===== src/rtl/box_datapath.sv =====
// Box position/direction state plus a SIZE x SIZE row-major pixel walker feeding the VGA adapter.
// All outputs are registered one cycle behind the pixel counter; there is no backpressure.
module box_datapath #(
  parameter int          SIZE   = 4,
  parameter int          X_MAX  = 160,
  parameter int          Y_MAX  = 120,
  parameter int          X_INIT = 78,
  parameter int          Y_INIT = 10,
  parameter logic [2:0]  COLOUR = 3'b111
) (
  input  logic       clk,
  input  logic       reset_n,
  input  logic       datapath_en,
  input  logic [1:0] op,
  input  logic       plot,
  input  logic       load_coord,
  input  logic       move_en,
  input  logic [1:0] steer,
  output logic [7:0] x_out,
  output logic [6:0] y_out,
  output logic [2:0] colour_out,
  output logic       plot_out,
  output logic       done,
  output logic       touch_edge
);

  localparam int         LOG  = $clog2(SIZE);
  localparam int         CW   = 2 * LOG;
  localparam logic [7:0] XLIM = 8'(X_MAX - SIZE);
  localparam logic [6:0] YLIM = 7'(Y_MAX - SIZE);

  logic [7:0]    x_reg, x_nxt;
  logic [6:0]    y_reg, y_nxt;
  logic          dir_x, dir_x_nxt;
  logic          dir_y, dir_y_nxt;
  logic [CW-1:0] cnt;
  logic [LOG-1:0] dx, dy;
  logic [2:0]    colour_sel;
  logic          step;

  assign dx   = cnt[LOG-1:0];
  assign dy   = cnt[CW-1:LOG];
  // Position is frozen while a walk is in progress.
  assign step = load_coord & ~datapath_en;

  always_comb begin
    colour_sel = 3'b000;
    case (op)
      2'b00:   colour_sel = COLOUR;
      2'b10:   colour_sel = 3'b100;
      default: colour_sel = 3'b000;
    endcase
  end

  always_comb begin
    x_nxt     = x_reg;
    y_nxt     = y_reg;
    dir_x_nxt = dir_x;
    dir_y_nxt = dir_y;
    if (step) begin
      if (dir_x) begin
        if (x_reg == XLIM) begin
          dir_x_nxt = 1'b0;
          x_nxt     = x_reg - 8'd1;
        end else begin
          x_nxt = x_reg + 8'd1;
        end
      end else if (x_reg == 8'd0) begin
        dir_x_nxt = 1'b1;
        x_nxt     = x_reg + 8'd1;
      end else begin
        x_nxt = x_reg - 8'd1;
      end
      if (dir_y) begin
        if (y_reg == YLIM) begin
          dir_y_nxt = 1'b0;
          y_nxt     = y_reg - 7'd1;
        end else begin
          y_nxt = y_reg + 7'd1;
        end
      end else if (y_reg == 7'd0) begin
        dir_y_nxt = 1'b1;
        y_nxt     = y_reg + 7'd1;
      end else begin
        y_nxt = y_reg - 7'd1;
      end
    end
    // Steering overrides the bounce direction; the step above used the old dir_x.
    if (move_en) begin
      case (steer)
        2'b01:   dir_x_nxt = 1'b0;
        2'b10:   dir_x_nxt = 1'b1;
        default: ;
      endcase
    end
  end

  always_ff @(posedge clk or negedge reset_n) begin
    if (!reset_n) begin
      x_reg      <= 8'(X_INIT);
      y_reg      <= 7'(Y_INIT);
      dir_x      <= 1'b1;
      dir_y      <= 1'b1;
      touch_edge <= 1'b0;
    end else begin
      x_reg <= x_nxt;
      y_reg <= y_nxt;
      dir_x <= dir_x_nxt;
      dir_y <= dir_y_nxt;
      if (step && (y_nxt == YLIM)) touch_edge <= 1'b1;
    end
  end

  always_ff @(posedge clk or negedge reset_n) begin
    if (!reset_n) begin
      cnt        <= '0;
      x_out      <= 8'd0;
      y_out      <= 7'd0;
      colour_out <= 3'b000;
      plot_out   <= 1'b0;
      done       <= 1'b0;
    end else begin
      cnt        <= datapath_en ? cnt + 1'b1 : '0;
      x_out      <= x_reg + {{(8-LOG){1'b0}}, dx};
      y_out      <= y_reg + {{(7-LOG){1'b0}}, dy};
      colour_out <= colour_sel;
      plot_out   <= plot & datapath_en;
      done       <= datapath_en & (&cnt);
    end
  end

endmodule


===== config.mk =====
export PLATFORM = sky130hd
export DESIGN_NAME = box_datapath
export DESIGN_NICKNAME = d
export VERILOG_FILES = /design/src/rtl/box_datapath.sv
export SDC_FILE = /design/constraint.sdc
export NUM_CORES = 1
export LEC_CHECK = 0
export BUFFER_PORTS_ARGS = -buffer_cell sky130_fd_sc_hd__clkbuf_2
export CAP_MARGIN = 20
export CORE_MARGIN = 2
export CORE_UTILIZATION = 36
export CTS_CLUSTER_DIAMETER = 50
export DETAILED_ROUTE_END_ITERATION = 10
export PLACE_DENSITY_LB_ADDON = 0.05
export SYNTH_ARGS = -nofsm -noshare
export SYNTH_HDL_FRONTEND = slang
export SYNTH_SLANG_ARGS = --single-unit

===== constraint.sdc =====
create_clock -name clk -period 2.2 [get_ports clk]
set_input_delay 0.11 -clock clk [delete_from_list [all_inputs] [get_ports clk]]
set_output_delay 0.11 -clock clk [all_outputs]
set_load 0.03 [all_outputs]

* Yosys cells after proc, flatten, opt, wreduce, memory -nomap -nowiden
Index checks and enable logic that the tools add are counted.
Word-level totals: logic and storage cells 51, input port bits 10, register bits 42, output and inout port bits 21
Operators by class: eq/ne operators 6, bitwise logic cells 4, reduce and logical (&&, ||, !) cells 5, $add $sub $neg 7, muxes and demuxes 18
Operator list (number):
- $mux 7 | 4
- $mux 8 | 3
- $eq 7x7->1 const B | 2
- $add 8x1->8 const B | 1
- $add 8x2->8 | 1
- $eq 8x8->1 const B | 1
- $logic_not 8->1 | 1
- $mux 1 | 8
- $sub 8x1->8 const B | 1
- $add 7x1->7 const B | 1
- $add 7x2->7 | 1
- $logic_not 7->1 | 1
- $sub 7x1->7 const B | 1
- $pmux 3 s2 | 1
- $add 4x1->4 const B | 1
- $eq 2x2->1 const B | 2
- $mux 4 | 1
- $reduce_and 4->1 | 1
- $and 1x1->1 | 3
- $eq 2x1->1 const B | 1
- $logic_not 2->1 | 1
- $pmux 1 s2 | 1
- $logic_and 1x1->1 | 1
- $not 1->1 | 1

* Longest topological paths before layout
depth in word-level cells 6, gate-level depth with buffers 9, gate-level depth less buffers 8

* Least setup slack after synthesis
Ideal clock, no wire load.
path kind register to register, from register y_reg[4], to register touch_edge, clock period less this slack 2.013 ns, cell stages (with the launch flop) 8, required time 2.080 ns, buffers on the path 1, library setup time 0.120 ns, path slack 0.187 ns, arrival 1.893 ns, cells stage by stage dfrtp_1 > clkbuf_2 > or3_4 > or3_4 > a31oi_1 > o31ai_1 > and4_4 > a41o_1
On the way: cells in the longest elaborated chain, start to end 6, elaborated cells on any way between the ends 10, those cells by class 2 x add/sub; 2 x eq/ne; 4 x mux; 2 x reduce/logical
RTL lines:
- from (decl) | line 33 | logic [6:0] y_reg, y_nxt;
- from (signal assigned) | line 101 | y_reg <= 7'(Y_INIT);
- from (signal assigned) | line 107 | y_reg <= y_nxt;
- $sub 7x1->7 (tied with other cells) | line 77, 85
- $mux 7 (on tied branches) | line 81, 75
- $mux 7 * | line 74 | if (dir_y) begin
- $mux 7 * | line 60 | if (step) begin
- named net y_nxt[5] | line 33
- $eq 7x7->1 * | line 110 | if (step && (y_nxt == YLIM)) touch_edge <= 1'b1;
- $logic_and 1x1->1 * | line 110
- to (signal assigned) | line 104 | touch_edge <= 1'b0;
- to (signal assigned) | line 110
- to (decl) | line 24 | output logic touch_edge
The timed path passes the listed nets; every way through them passes the cells marked *. A chain may end at the register's enable or synchronous reset.

* Final worst setup path
from register y_reg[1], to register touch_edge
Same word-level chain as after synthesis.

==> insert_results.sql <==
INSERT INTO impl_metrics (metric_group, metric, value, unit) VALUES
('sta', 'period_needed', '2050', 'ps'),
('power', 'p_total', '3.43', 'mW'),
('worst_setup_path', 'critPathMaxFanout', '6', ''),
('synth', 'synth_enable_flop_cells', '0', ''),
('floorplan', 'ioPinCount', '31', ''),
('worst_setup_path', 'worstSetupStartpointType', 'flip-flop', ''),
('cells_and_area', 'most-common-layout-cells', '33 x dfrtp_1, 30 x clkbuf_2, 19 x xnor2_1', ''),
('drt', 'drt_pre_antenna_iters', '4', ''),
('worst_setup_path', 'worstSetupPathType', 'flip-flop to flip-flop', ''),
('power', 'power.ir.vdd_worst', '0.000482', 'V'),
('sta', 'finalSetupTns', '0', 'ps'),
('placed_design', 'hpwlAfterDp', '3480', 'um'),
('cells_and_area', 'layout.cell_area.non_filler', '2610', 'um^2'),
('floorplan', 'dieWidth', '82.6', 'um'),
('cells_and_area', 'layout.filler_cells', '613', ''),
('worst_setup_path', 'timing.reg2reg.worst_path_depth', '8', ''),
('synth', 'asyncSetResetFlopFracSynth', '100', '%'),
('drt', 'drc', '0', ''),
('global_route', 'grt-ovfl-total', '0', ''),
('worst_setup_path', 'critical_path_arrival', '2280', 'ps'),
('drt', 'route.detailed.wl_per_inst', '13.9', 'um'),
('synth', 'dominantRegCellSynth', 'dfrtp_1', ''),
('global_route', 'via_count_of_the_first_global_routing_pass', '1595', ''),
('placed_design', 'place_area', '2480', 'um^2'),
('run', 'max_cap_violations', '0', ''),
('drt', 'viasPerCell', '4.88', ''),
('synth', 'post-synth-top-area-fraction', '37.1', '%'),
('clocking', 'number_of_buffers_created_by_cts', '5', ''),
('clocking', 'clockRootBuffer', 'clkbuf_8', ''),
('synth', 'yosys_warnings', '0', ''),
('drt', 'drt_iter0_markers', '62', ''),
('min_path', 'hold_depth', '2', ''),
('sta', 'post-route-period-util', '93.4', '%'),
('outcome', 'outcome', 'completed', ''),
('placed_design', 'place.gp.congestion', '0.910', ''),
('power', 'leakagePower', '1.22', 'nW'),
('sta', 'timing_max_transition_violations_final', '0', ''),
('floorplan', 'rows', '28', ''),
('floorplan', 'die_height', '82.6', 'um'),
('worst_setup_path', 'reg2reg_from', 'y_reg[1]$_DFF_PN1_', ''),
('synth', 'avgSynthCellArea', '10.3', 'um^2'),
('synth', 'top_post_synthesis_cells_by_area', 'dfrtp_1 37%, dfstp_2 9.5%, xnor2_1 7.5%, ha_1 6.8%, xor2_1 3.5%', ''),
('clocking', 'clk_pin_slew_worst_paths', '80', 'ps'),
('synth', 'synthesis.nets', '240', ''),
('sta', 'setup-violations-final', '0', ''),
('cells_and_area', 'synthToLayoutAreaGrowth', '17.5', '%'),
('sta', 'clock_skew', '5.39', 'ps'),
('placed_design', 'quantity_of_i_o_buffers_inserted_on_ports', '30', ''),
('min_path', 'worst_hold_startpoint', 'plot', ''),
('clocking', 'number_of_sinks_on_the_clock_net', '41', ''),
('cells_and_area', 'nNetsFinal', '280', ''),
('clocking', 'cts.path.max_buffers', '2', ''),
('floorplan', 'start_util', '37.3', '%'),
('sta', 'finalHoldViolCount', '0', ''),
('synth', 'synth.distinct_cells', '43', ''),
('power', 'power_density', '1310', 'nW/um^2'),
('sta', 'timing_limited_maximum_frequency', '487', 'MHz'),
('floorplan', 'dieArea', '6820', 'um^2'),
('floorplan', 'placeableCoreArea', '5960', 'um^2'),
('clocking', 'ctsHtreeMaxLevel', '2', ''),
('sta', 'rsz0062_at_grt', 'no', ''),
('global_route', 'grt.total_usage', '15.2', '%'),
('min_path', 'min_delay_worst_endpoint', 'plot_out$_DFF_PN0_', ''),
('cells_and_area', 'drive_above_1_share', '24.9', '%'),
('worst_setup_path', 'worstReg2RegEnd', 'touch_edge$_DFFE_PN0P_', ''),
('drt', 'number_of_vias_after_detailed_routing', '1621', ''),
('global_route', 'grt_pass1_wl', '7670', 'um'),
('synth', 'ys_seq_area_share', '46.6', '%'),
('cells_and_area', 'most_common_library_cell_in_the_layout_ignoring_fill_and_taps', 'dfrtp_1', ''),
('synth', 'synth-seq-cells', '41', ''),
('worst_setup_path', 'setup.reg_to_reg.worst_slack', '150', 'ps');
## cells in the mapped netlist (all sizes together), types with 4 or more instances
cell / instances
dfstp: 8
o21ai: 7
a31oi: 5
nand2: 12
a21oi: 6
and2: 5
buf: 8
ha: 12
nor2: 16
inv: 15
nand3: 8
xor2: 9
nor3: 8
dfrtp: 33
xnor2: 19
clkbuf: 5
nor4: 4
## critical path, stage by stage (launching register included)
cell and delay [ps]:
dfstp_2 580, inv_1 100, ha_1 210, nand2b_1 150, or3_4 160, a31oi_1 80, o31ai_1 300, and4_4 260
a41o_1 160
## power by group
group	switching (mW)	internal (mW)	total, mW
clock	0.260	0.220	0.480
combinational	0.980	0.630	1.61
sequential	0.255	1.09	1.34
total	1.49	1.94	3.43
## worst max-delay path by stage
stage                         start                endpoint
6_report         y_reg[1]$_DFF_PN1_  touch_edge$_DFFE_PN0P_
5_1_grt        x_reg[1]$_DFFE_PN1P_    x_reg[6]$_DFFE_PN1P_
2_1_floorplan    y_reg[4]$_DFF_PN0_  touch_edge$_DFFE_PN0P_
3_5_place_dp     y_reg[1]$_DFF_PN1_  touch_edge$_DFFE_PN0P_
3_3_place_gp     y_reg[1]$_DFF_PN1_  touch_edge$_DFFE_PN0P_
4_1_cts          y_reg[1]$_DFF_PN1_  touch_edge$_DFFE_PN0P_
## repair_timing
| item | CTS | global route |
|---|---|---|
| setup buffers | 0 | 0 |
| hold endpoints to repair | 19 | 0 |
| gates resized for setup | 0 | 2 |
| hold buffers | 4 | 0 |
| endpoints found under the setup margin | 0 | 2 |
## final cells by class
cell class	instances	area [um^2]	area share, %
Clock buffer	6	72.6	2.78
Clock inverter	2	10.0	0.383
Inverter	15	56.3	2.16
Multi-Input combinational cell	147	1050	40.2
Sequential cell	41	1040	39.7
Tap cell	75	93.8	3.59
Timing Repair Buffer	46	293	11.2
## stage by stage
step | hold slack (ps) | worst slack (ps) | cells | utilization [%]
CTS | 22.2 | 104 | 332 | 43.8
global route | 31.0 | 0.905 | 332 | 43.9
finish | 31.8 | 146 | 332 | 43.9
floorplan | -186 | 187 | 216 | -
detailed placement | 140 | 122 | 320 | 41.7
global placement | 133 | 208 | 320 | 41.7
## cells by family after synthesis
| logic type | share of synthesized area, % |
|---|---|
| AND/OR/NAND/NOR | 17.1 |
| flip-flops | 46.6 |
| AO/OA/AOI/OAI | 9.40 |
| XOR/XNOR | 11.0 |
| buffers and inverters | 6.41 |
| adder cells (fa/ha/maj) | 8.55 |
| multiplexers | 0.957 |
## routing by layer
layer	track usage (%)	wire length (um)
met1	21.1	2200
met2	23.2	2200
met3	3.26	150
met4	5.57	59
met5	0	0
Power figures use the tool's default switching activity.
